===== src/rtl/pipelined_pow2_shift_divider.sv =====
// Runtime-amount shifter / signed power-of-two divider on valid/ready streams, SW+1 register stages.
// Define POW2_SHIFT_INEXACT_EN to add down_inexact (nonzero remainder flag aligned with down_data).
module pipelined_pow2_shift_divider #(
    parameter int N  = 8,
    parameter int SW = $clog2(N)
) (
    input  logic          clk,
    input  logic          rst_n,
    input  logic          up_valid,
    output logic          up_ready,
    input  logic [N-1:0]  up_data,
    input  logic [SW-1:0] up_sh,
    input  logic [1:0]    up_mode,
    output logic          down_valid,
    input  logic          down_ready,
    output logic [N-1:0]  down_data
`ifdef POW2_SHIFT_INEXACT_EN
    ,
    output logic          down_inexact
`endif
);

    localparam logic [N-1:0] ONES = '1;
    localparam logic [SW:0]  N_L  = (SW+1)'(N);

    logic [SW:0]   r_valid;
    logic [SW:0]   r_fill;
    logic [N-1:0]  r_data [0:SW];
    logic [SW-1:0] r_sh   [0:SW];
    logic [1:0]    r_mode [0:SW];

    logic [SW:0]   w_adv;
    logic [N-1:0]  w_shift [1:SW];
    logic [N-1:0]  w_mask;
    logic [N-1:0]  w_biased;
    logic          w_fill0;
    logic          w_sh_big;

    // Stage 0: bias negative dividends by 2^s-1 (mask saturates to all ones when s >= N).
    always_comb begin
        w_sh_big = ({1'b0, up_sh} >= N_L);
        w_mask   = ~(ONES << up_sh);
        w_biased = up_data;
        w_fill0  = 1'b0;
        case (up_mode)
            2'b01: w_fill0 = up_data[N-1];
            2'b11: begin
                if (up_data[N-1]) w_biased = up_data + w_mask;
                // A small negative operand can be biased up to a non-negative value whose
                // quotient is zero, so the fill follows the biased value; s >= N always gives 0.
                w_fill0 = w_biased[N-1] && !w_sh_big;
            end
            default: ;
        endcase
    end

    // Handshake: a stage advances when it is empty or everything downstream of it is able to
    // move; the last stage moves on down_ready. up_ready is stage 0 advancing (combinational).
    always_comb begin
        for (int k = 0; k <= SW; k++) begin
            w_adv[k] = down_ready;
            for (int j = k; j <= SW; j++) begin
                if (!r_valid[j]) w_adv[k] = 1'b1;
            end
        end
    end

    always_comb begin
        for (int k = 1; k <= SW; k++) begin
            w_shift[k] = r_data[k-1];
            if (r_sh[k-1][k-1]) begin
                if (r_mode[k-1] == 2'b10)
                    w_shift[k] = r_data[k-1] << (1 << (k-1));
                else if (r_fill[k-1])
                    w_shift[k] = ~(~r_data[k-1] >> (1 << (k-1)));
                else
                    w_shift[k] = r_data[k-1] >> (1 << (k-1));
            end
        end
    end

`ifdef POW2_SHIFT_INEXACT_EN
    logic [N-1:0] r_raw [0:SW];
    logic [SW:0]  r_inex;
    logic [N-1:0] w_raw [1:SW];
    logic [SW:0]  w_inex;

    // The unbiased operand rides alongside; any set bit falling off its bottom is remainder.
    always_comb begin
        w_inex[0] = 1'b0;
        for (int k = 1; k <= SW; k++) begin
            w_raw[k]  = r_raw[k-1];
            w_inex[k] = r_inex[k-1];
            if (r_sh[k-1][k-1] && r_mode[k-1] != 2'b10) begin
                w_inex[k] = r_inex[k-1] | (|(r_raw[k-1] & ~(ONES << (1 << (k-1)))));
                w_raw[k]  = r_raw[k-1] >> (1 << (k-1));
            end
        end
    end

    always_ff @(posedge clk or negedge rst_n) begin
        if (!rst_n) begin
            r_inex <= '0;
            for (int k = 0; k <= SW; k++) r_raw[k] <= '0;
        end else begin
            if (w_adv[0]) begin
                r_raw[0]  <= up_data;
                r_inex[0] <= 1'b0;
            end
            for (int k = 1; k <= SW; k++) begin
                if (w_adv[k]) begin
                    r_raw[k]  <= w_raw[k];
                    r_inex[k] <= w_inex[k];
                end
            end
        end
    end

    assign down_inexact = r_inex[SW];
`endif

    always_ff @(posedge clk or negedge rst_n) begin
        if (!rst_n) begin
            r_valid <= '0;
            r_fill  <= '0;
            for (int k = 0; k <= SW; k++) begin
                r_data[k] <= '0;
                r_sh[k]   <= '0;
                r_mode[k] <= '0;
            end
        end else begin
            if (w_adv[0]) begin
                r_valid[0] <= up_valid;
                r_data[0]  <= w_biased;
                r_sh[0]    <= up_sh;
                r_mode[0]  <= up_mode;
                r_fill[0]  <= w_fill0;
            end
            for (int k = 1; k <= SW; k++) begin
                if (w_adv[k]) begin
                    r_valid[k] <= r_valid[k-1];
                    r_data[k]  <= w_shift[k];
                    r_sh[k]    <= r_sh[k-1];
                    r_mode[k]  <= r_mode[k-1];
                    r_fill[k]  <= r_fill[k-1];
                end
            end
        end
    end

    assign up_ready   = w_adv[0];
    assign down_valid = r_valid[SW];
    assign down_data  = r_data[SW];

endmodule

===== config.mk =====
export PLATFORM = sky130hd
export DESIGN_NAME = pipelined_pow2_shift_divider
export DESIGN_NICKNAME = d
export VERILOG_FILES = /design/src/rtl/pipelined_pow2_shift_divider.sv
export SDC_FILE = /design/constraint.sdc
export NUM_CORES = 1
export LEC_CHECK = 0
export CORE_MARGIN = 1
export CORE_UTILIZATION = 30
export DETAILED_ROUTE_END_ITERATION = 7
export DONT_BUFFER_PORTS = 1
export GPL_TIMING_DRIVEN = 0
export SYNTH_ARGS = -nofsm -noshare
export SYNTH_HDL_FRONTEND = slang
export SYNTH_SLANG_ARGS = --single-unit

===== constraint.sdc =====
create_clock -name clk -period 1.4 [get_ports clk]
set_clock_uncertainty 0.15 [all_clocks]
set_input_delay 0.14 -clock clk [delete_from_list [all_inputs] [get_ports clk]]
set_output_delay 0.14 -clock clk [all_outputs]
set_load 0.01 [all_outputs]

==> qor.csv, run 1 <==
metric;value;unit
path_max_fanout;5;
fillers;837;
final_cell_mix;nand2_1 (52), dfrtp_1 (50), buf_6 (17), o21ai_0 (17), buf_4 (15);
cp_slowest_cell;or3_4;
vdd_drop_max;0.5360;mV
seq_power_share;43.8;%
synth_area;0.002748;mm²
end_kind;register;
routed_wl;6273;µm
worst_pin_slew;0.5158;ns
port_buffers;0;
wire_per_inst;13.70;µm
rows;34;
placed_cell_area;0.002978;mm²
regArea;0.001277;mm²
pwr-share-clk;23.9;%
cts_buffers;5;
cts_root_buf;clkbuf_8;
critPathArrivalTime;1.85;ns
synth-seq-cells;51;
hold_buffers;14;
drc;5;
ys_seq_area_share;46.45;%
worst_setup_path_start_kind;primary input;
layout_setup_ws;-0.4081;ns
synth-compound-area-share;17.17;%
setup_violations;32;
outcome;complete, but fails checks;
grt_pass1_vias;2256;
drt_iter0_markers;56;
place.gp.congestion;0.7650;
drtAntennaViolNets;0;
track_usage;13.31;%
yosysWarnings;0;
rsz0062_at_grt;true;
hold_violations;51;
ys.flop_type;dfrtp_1;
areaGrowthSynthToFinish;39.30;%
hpwlAfterDp;4010;µm
pin_count;27;
async_flop_share;100.0;%
max_freq;0.5531;GHz
synth.area.mux_share;5.373;%
max_stage_delay;0.38;ns
pwr-share-comb;32.3;%
drt_first_pass_iters;6;
path_cells;or3_4, ha_4, fa_2, a21oi_2, nor2_1, a2111oi_2, xor2_1, a211oi_2;
slew_viol_final;0;
layout-drive-gt1-share;34.29;%
synthAdderAreaFrac;3.916;%
crit_type;primary input to register;
core_area;0.008806;mm²
syn-num-nets;329;
layout.nets;374;
start_util;31.20;%
multi_input_area;0.001612;mm²
grt_pass1_wl;10380;µm
synth_edf_count;0;
drt-vias-per-instance;4.845;
critPathBufInv;0;
htree_levels;2;
cts_tree;done;
antenna_found_initial;0;
violations;DRC, hold timing, setup timing;
globalRoute.totalOverflow;0;
cp.required;1.44;ns
stdcell_area;0.003827;mm²
finalCritPeriodShare;129.1;%
p_per_area;1290;mW/mm²
clock_sinks;51;
die_area;0.009545;mm²
synth_cell_types;37;
p_int;3416;µW
holdWs;-0.6291;ns
hold_path_class;primary input to async pin;
num_antenna_cells;0;
cts.reportedPaths.clkPinSlew;0.09;ns
final_common_cell;nand2_1;
critPathTopFamily;adder cells;
grt_max_degree;52;
utilization;43.46;%
avgSynthCellArea;9.038;µm²
period_minus_slack;1.808;ns
yosys.area_share.xor_xnor;1.594;%
synth_top_family_by_area;simple AND/OR/NAND/NOR gates;
total_power;4937;µW
slew_headroom;65.61;%
power_leakage;0.001707;µW
vias;2219;
die_w;97.70;µm
p_sw;1521;µW
worstSkewPairLatency;0.30;ns
die_h;97.70;µm
swShare;30.80;%
drv_cap;0;
clk_path_buf_depth;2;
yosys.area_share.simple;19.81;%
syn_inst;304;
[cells by family (layout without fill, tap and decap cells)]
family / count (synthesis) / in the layout
compound gates: 78 / 78
xor+xnor: 5 / 5
fa+ha+maj: 8 / 8
buf+inv: 26 / 72
flops: 51 / 51
mux: 14 / 14
simple gates: 122 / 122
[through the flow]
stage                     std cells  setup TNS, ns  setup WS [ns]
after CTS                       449         -6.677        -0.3871
after floorplan                 304         -3.115        -0.6279
after global placement          412         -8.236        -0.7294
after global routing            458         -8.958        -0.4487
after detailed placement        412         -8.524        -0.7288
final                           458         -6.937        -0.4081
[final cells by class]
class                      instances  share of cell area (%)
tap                              108                   3.531
multi-input combinational        227                   42.11
buffer                            19                   4.446
inverter                           3                  0.4904
clock buffer                       6                   1.896
clock inverter                     2                   1.569
timing repair buffer              42                   12.59
sequential                        51                   33.38
[cells in the mapped netlist, types with 3 or more instances]
master | n | area, µm²
buf_4 | 8 | 60.06
nand2_1 | 69 | 259.0
dfrtp_1 | 51 | 1276
o21ai_0 | 33 | 165.2
buf_6 | 3 | 33.78
and2_1 | 4 | 25.02
mux2_2 | 6 | 67.56
a21o_1 | 9 | 67.56
mux2i_1 | 8 | 80.08
clkbuf_1 | 6 | 22.52
a21oi_1 | 14 | 70.07
nor2b_1 | 10 | 62.56
nor2_1 | 15 | 56.30
xnor2_1 | 3 | 26.28
ha_1 | 7 | 87.58
or2_2 | 3 | 18.77
and3_1 | 4 | 25.02
nand2b_1 | 5 | 31.28
nand3_1 | 8 | 40.04
buf_2 | 5 | 25.02
a31oi_1 | 9 | 56.30
a211oi_1 | 7 | 52.55
[timing repair]
| action | in CTS | in global routing |
|---|---|---|
| setup buffers | 16 | 14 |
| gates resized for setup | 57 | 61 |
| pin swaps | 14 | 10 |
| endpoints found under the hold margin | 66 | 51 |
| gates cloned | 3 | 1 |
| endpoints found under the setup margin | 50 | 45 |
[routing by layer]
metal	GRT usage [%]	part of all wire (%)
met1	15.17	43
met2	24.66	53
met3	3.237	3.4
met5	0	0
met4	3.613	1.2
[worst register-to-register path, delay by kind of cell, from the launching register on]
family / cells / cell delay (ns)
simple gates: 4 / 0.69
compound gates: 1 / 0.06
buf+inv: 3 / 0.31
flops: 1 / 0.40
[state kept, by name (all words and copies together) (netlist names)]
signal,count
r_mode,6
r_valid,4
r_fill,3
r_sh,6
down_data,8
r_data,24
[path summary, 6_finish.rpt]
path / from / end / slack [ns] / cells after the start
hold / removal: rst_n / r_fill[1] / -0.63 / 0
setup reg to reg: r_valid[3] / r_data[30] / -0.32 / 8
setup / recovery: up_sh[0] / r_data[30] / -0.41 / 8
hold reg to reg: down_data[2] / down_data[2] / 0.33 / 2
max in group asynchronous: rst_n / r_data[28] / 1.64 / 0
min in group clk: up_data[0] / r_data[24] / 0.03 / 3
[power by group through the flow]
| stage | logic (µW) | clock network, µW | registers (µW) |
|---|---|---|---|
| 5_1_grt | 1750 | 1270 | 2220 |
| 4_1_cts | 1410 | 1210 | 2130 |
| 3_5_place_dp | 1190 | 0 | 2120 |
| 3_3_place_gp | 1160 | 0 | 2100 |
| 2_1_floorplan | 1030 | 0 | 2030 |
| 6_report | 1590 | 1180 | 2160 |
Power figures use the tool's default switching activity.
==> inputs of run 2 (changes only) <==
==> constraint.sdc (replaced) <==
create_clock -name clk -period 1.95 [get_ports clk]
set_clock_uncertainty 0.15 [all_clocks]
set_input_delay 0.195 -clock clk [delete_from_list [all_inputs] [get_ports clk]]
set_output_delay 0.195 -clock clk [all_outputs]
set_load 0.01 [all_outputs]
==> run 2 against run 1 <==
Net effect: the run ends with DRC, setup timing left; power fell by 34%; utilization fell by 5.9 points; hold slack improved by 0.65 ns; first-iteration DRC count rose by 38%; critical path type unchanged; largest cell class unchanged.
==> qor.csv, run 2 (synthesized netlist as in run 1, its figures left out) <==
metric;value;unit;change
cp.required;2.02;ns;was 1.44 ns
track_usage;12.78;%;was 13.31%
cts_tree;done;;unchanged
total_power;3246;µW;was 4937 µW
drtAntennaViolNets;0;;unchanged
regArea;0.001276;mm²;was 0.001277 mm²
worst_pin_slew;0.4131;ns;was 0.5158 ns
cp_num_cells;8;;unchanged
die_w;97.70;µm;unchanged
routed_wl;5788;µm;was 6273 µm
grt_pass1_vias;2200;;was 2256
layout.nets;356;;was 374
power_leakage;0.001471;µW;was 0.001707 µW
hold_violations;0;;was 51
fillers;885;;was 837
grt_max_degree;52;;unchanged
drc;7;;was 5
layout_setup_ws;-0.002910;ns;was -0.4081 ns
end_kind;register;;unchanged
vdd_drop_max;0.3407;mV;was 0.5360 mV
layout-drive-gt1-share;15.06;%;was 34.29%
max_stage_delay;0.40;ns;was 0.38 ns
antenna_found_initial;0;;unchanged
clk_path_buf_depth;2;;unchanged
die_h;97.70;µm;unchanged
period_minus_slack;1.953;ns;
drv_cap;0;;unchanged
path_cells;or3_4, ha_4, fa_2, a21oi_2, nor2_2, a2111oi_4, xor2_1, a211oi_2;;was or3_4, ha_4, fa_2, a21oi_2, nor2_1, a2111oi_2, xor2_1, a211oi_2
start_util;31.20;%;unchanged
critPathBufInv;0;;unchanged
hpwlAfterDp;3964;µm;was 4010 µm
critPathArrivalTime;2.03;ns;was 1.85 ns
port_buffers;0;;unchanged
path_max_fanout;5;;unchanged
crit_end;r_data[30];;unchanged
htree_levels;2;;unchanged
cts.reportedPaths.clkPinSlew;0.09;ns;about the same
drt_iter0_markers;77;;was 56
wire_per_inst;13.15;µm;was 13.70 µm
rsz0062_at_grt;true;;unchanged
clock_sinks;51;;unchanged
vias;2177;;was 2219
worst_setup_path_start_kind;primary input;;unchanged
hold_path_class;primary input to register;;was primary input to async pin
drt-vias-per-instance;4.948;;was 4.845
place.gp.congestion;0.7322;;was 0.7650
core_area;0.008806;mm²;unchanged
outcome;complete, but fails checks;;unchanged
p_per_area;982.2;mW/mm²;was 1290 mW/mm²
rr_worst_depth;8;;unchanged
r2r-start;r_valid[3];;unchanged
max_freq;0.5121;GHz;
crit_start;up_sh[0];;unchanged
rows;34;;unchanged
globalRoute.totalOverflow;0;;unchanged
worstSkewPairLatency;0.30;ns;about the same
r2r_end;r_sh[11];;was r_data[30]
placed_cell_area;0.002889;mm²;was 0.002978 mm²
stdcell_area;0.003304;mm²;was 0.003827 mm²
tns;-0.002910;ns;was -6.937 ns
largest_reg_flops;24;;unchanged
cts_buffers;5;;unchanged
holdWs;0.02235;ns;was -0.6291 ns
violations;DRC, setup timing;;was DRC, hold timing, setup timing
final_common_cell;nand2_1;;unchanged
critPathTopFamily;compound AO/OA/AOI/OAI gates;;was adder cells
cp_slowest_cell;fa_2;;was or3_4
finalCritPeriodShare;100.1;%;
areaGrowthSynthToFinish;20.26;%;was 39.30%
slew_headroom;72.40;%;was 65.61%
cts_root_buf;clkbuf_8;;unchanged
pin_count;27;;unchanged
r2r_slack;0.11;ns;was -0.32 ns
multi_input_area;0.001366;mm²;was 0.001612 mm²
setup_violations;1;;was 32
crit_type;primary input to register;;unchanged
num_antenna_cells;0;;unchanged
drt_first_pass_iters;7;;was 6
grt_pass1_wl;9991;µm;was 10380 µm
final_cell_mix;nand2_1 (69), dfrtp_1 (51), o21ai_0 (33);;was nand2_1 (52), dfrtp_1 (50), buf_6 (17), o21ai_0 (17), buf_4 (15)
regMostFlops;r_data;;unchanged
slew_viol_final;0;;unchanged
die_area;0.009545;mm²;unchanged
run 2: cell count changes in the layout (fill, tap and decap cells not counted), moves of 7 or more:
cell / delta
nand2_2: -12
buf_8: -7
buf_6: -16
o21ai_0: +16
nand2_1: +17
o21ai_2: -7
o21ai_1: -9
run 2: how the worst min path moves through the flow:
| stage | cells past startpoint | end | from |
|---|---|---|---|
| 2_1_floorplan | 0 | down_data[0] | rst_n |
| 3_3_place_gp | 0 | down_data[4] | rst_n |
| 3_5_place_dp | 0 | down_data[4] | rst_n |
| 4_1_cts | 3 | r_data[31] | up_mode[0] |
| 5_1_grt | 3 | r_data[29] | up_data[5] |
| 6_report | 3 | r_data[31] | up_mode[0] |
run 2: cell type report:
cell class,count,area share (%)
Sequential cell,51,38.62
Multi-Input combinational cell,227,41.35
Clock buffer,6,2.196
Clock inverter,2,1.817
Buffer,22,4.165
Timing Repair Buffer,21,7.194
Inverter,3,0.5680
Tap cell,108,4.089
run 2: report_power, final:
group	switching [µW]	leakage [µW]	total, µW	internal (µW)
Clock	340	0.0000654	853	513
Combinational	454	0.000797	902	448
Sequential	188	0.000608	1490	1300
Total	982	0.00147	3250	2260
run 2: timing repair:
action | 4_1_cts | 5_1_grt
resized for setup | 5 | 7
hold endpoints to repair | 65 | 0
pin swaps | 0 | 6
setup buffers | 2 | 3
gates cloned | 1 | 0
hold buffers | 15 | 0
setup endpoints to repair | 1 | 6
run 2: worst register-to-register path, delay by kind of cell (launching register included):
| family | cells | cell delay, ns |
|---|---|---|
| buffers and inverters | 3 | 0.45 |
| flip-flops | 1 | 0.41 |
| AND/OR/NAND/NOR | 5 | 0.74 |
run 2: metal layers:
layer	track usage, %	vias to the layer above	part of all wire (%)
met4	5.128	0	1.9
met5	0	-	0
met3	3.165	13	4.4
li1	-	1088	-
met1	15.34	1020	45
met2	21.93	56	49
run 2: metrics by stage:
step | std cells | util, % | setup WS, ns
global placement | 412 | 32.81 | -0.2533
global route | 440 | 37.52 | -0.05853
floorplan | 304 | - | -0.1563
detailed placement | 412 | 32.81 | -0.2607
CTS | 438 | 36.91 | 0.03678
finish | 440 | 37.52 | -0.002910
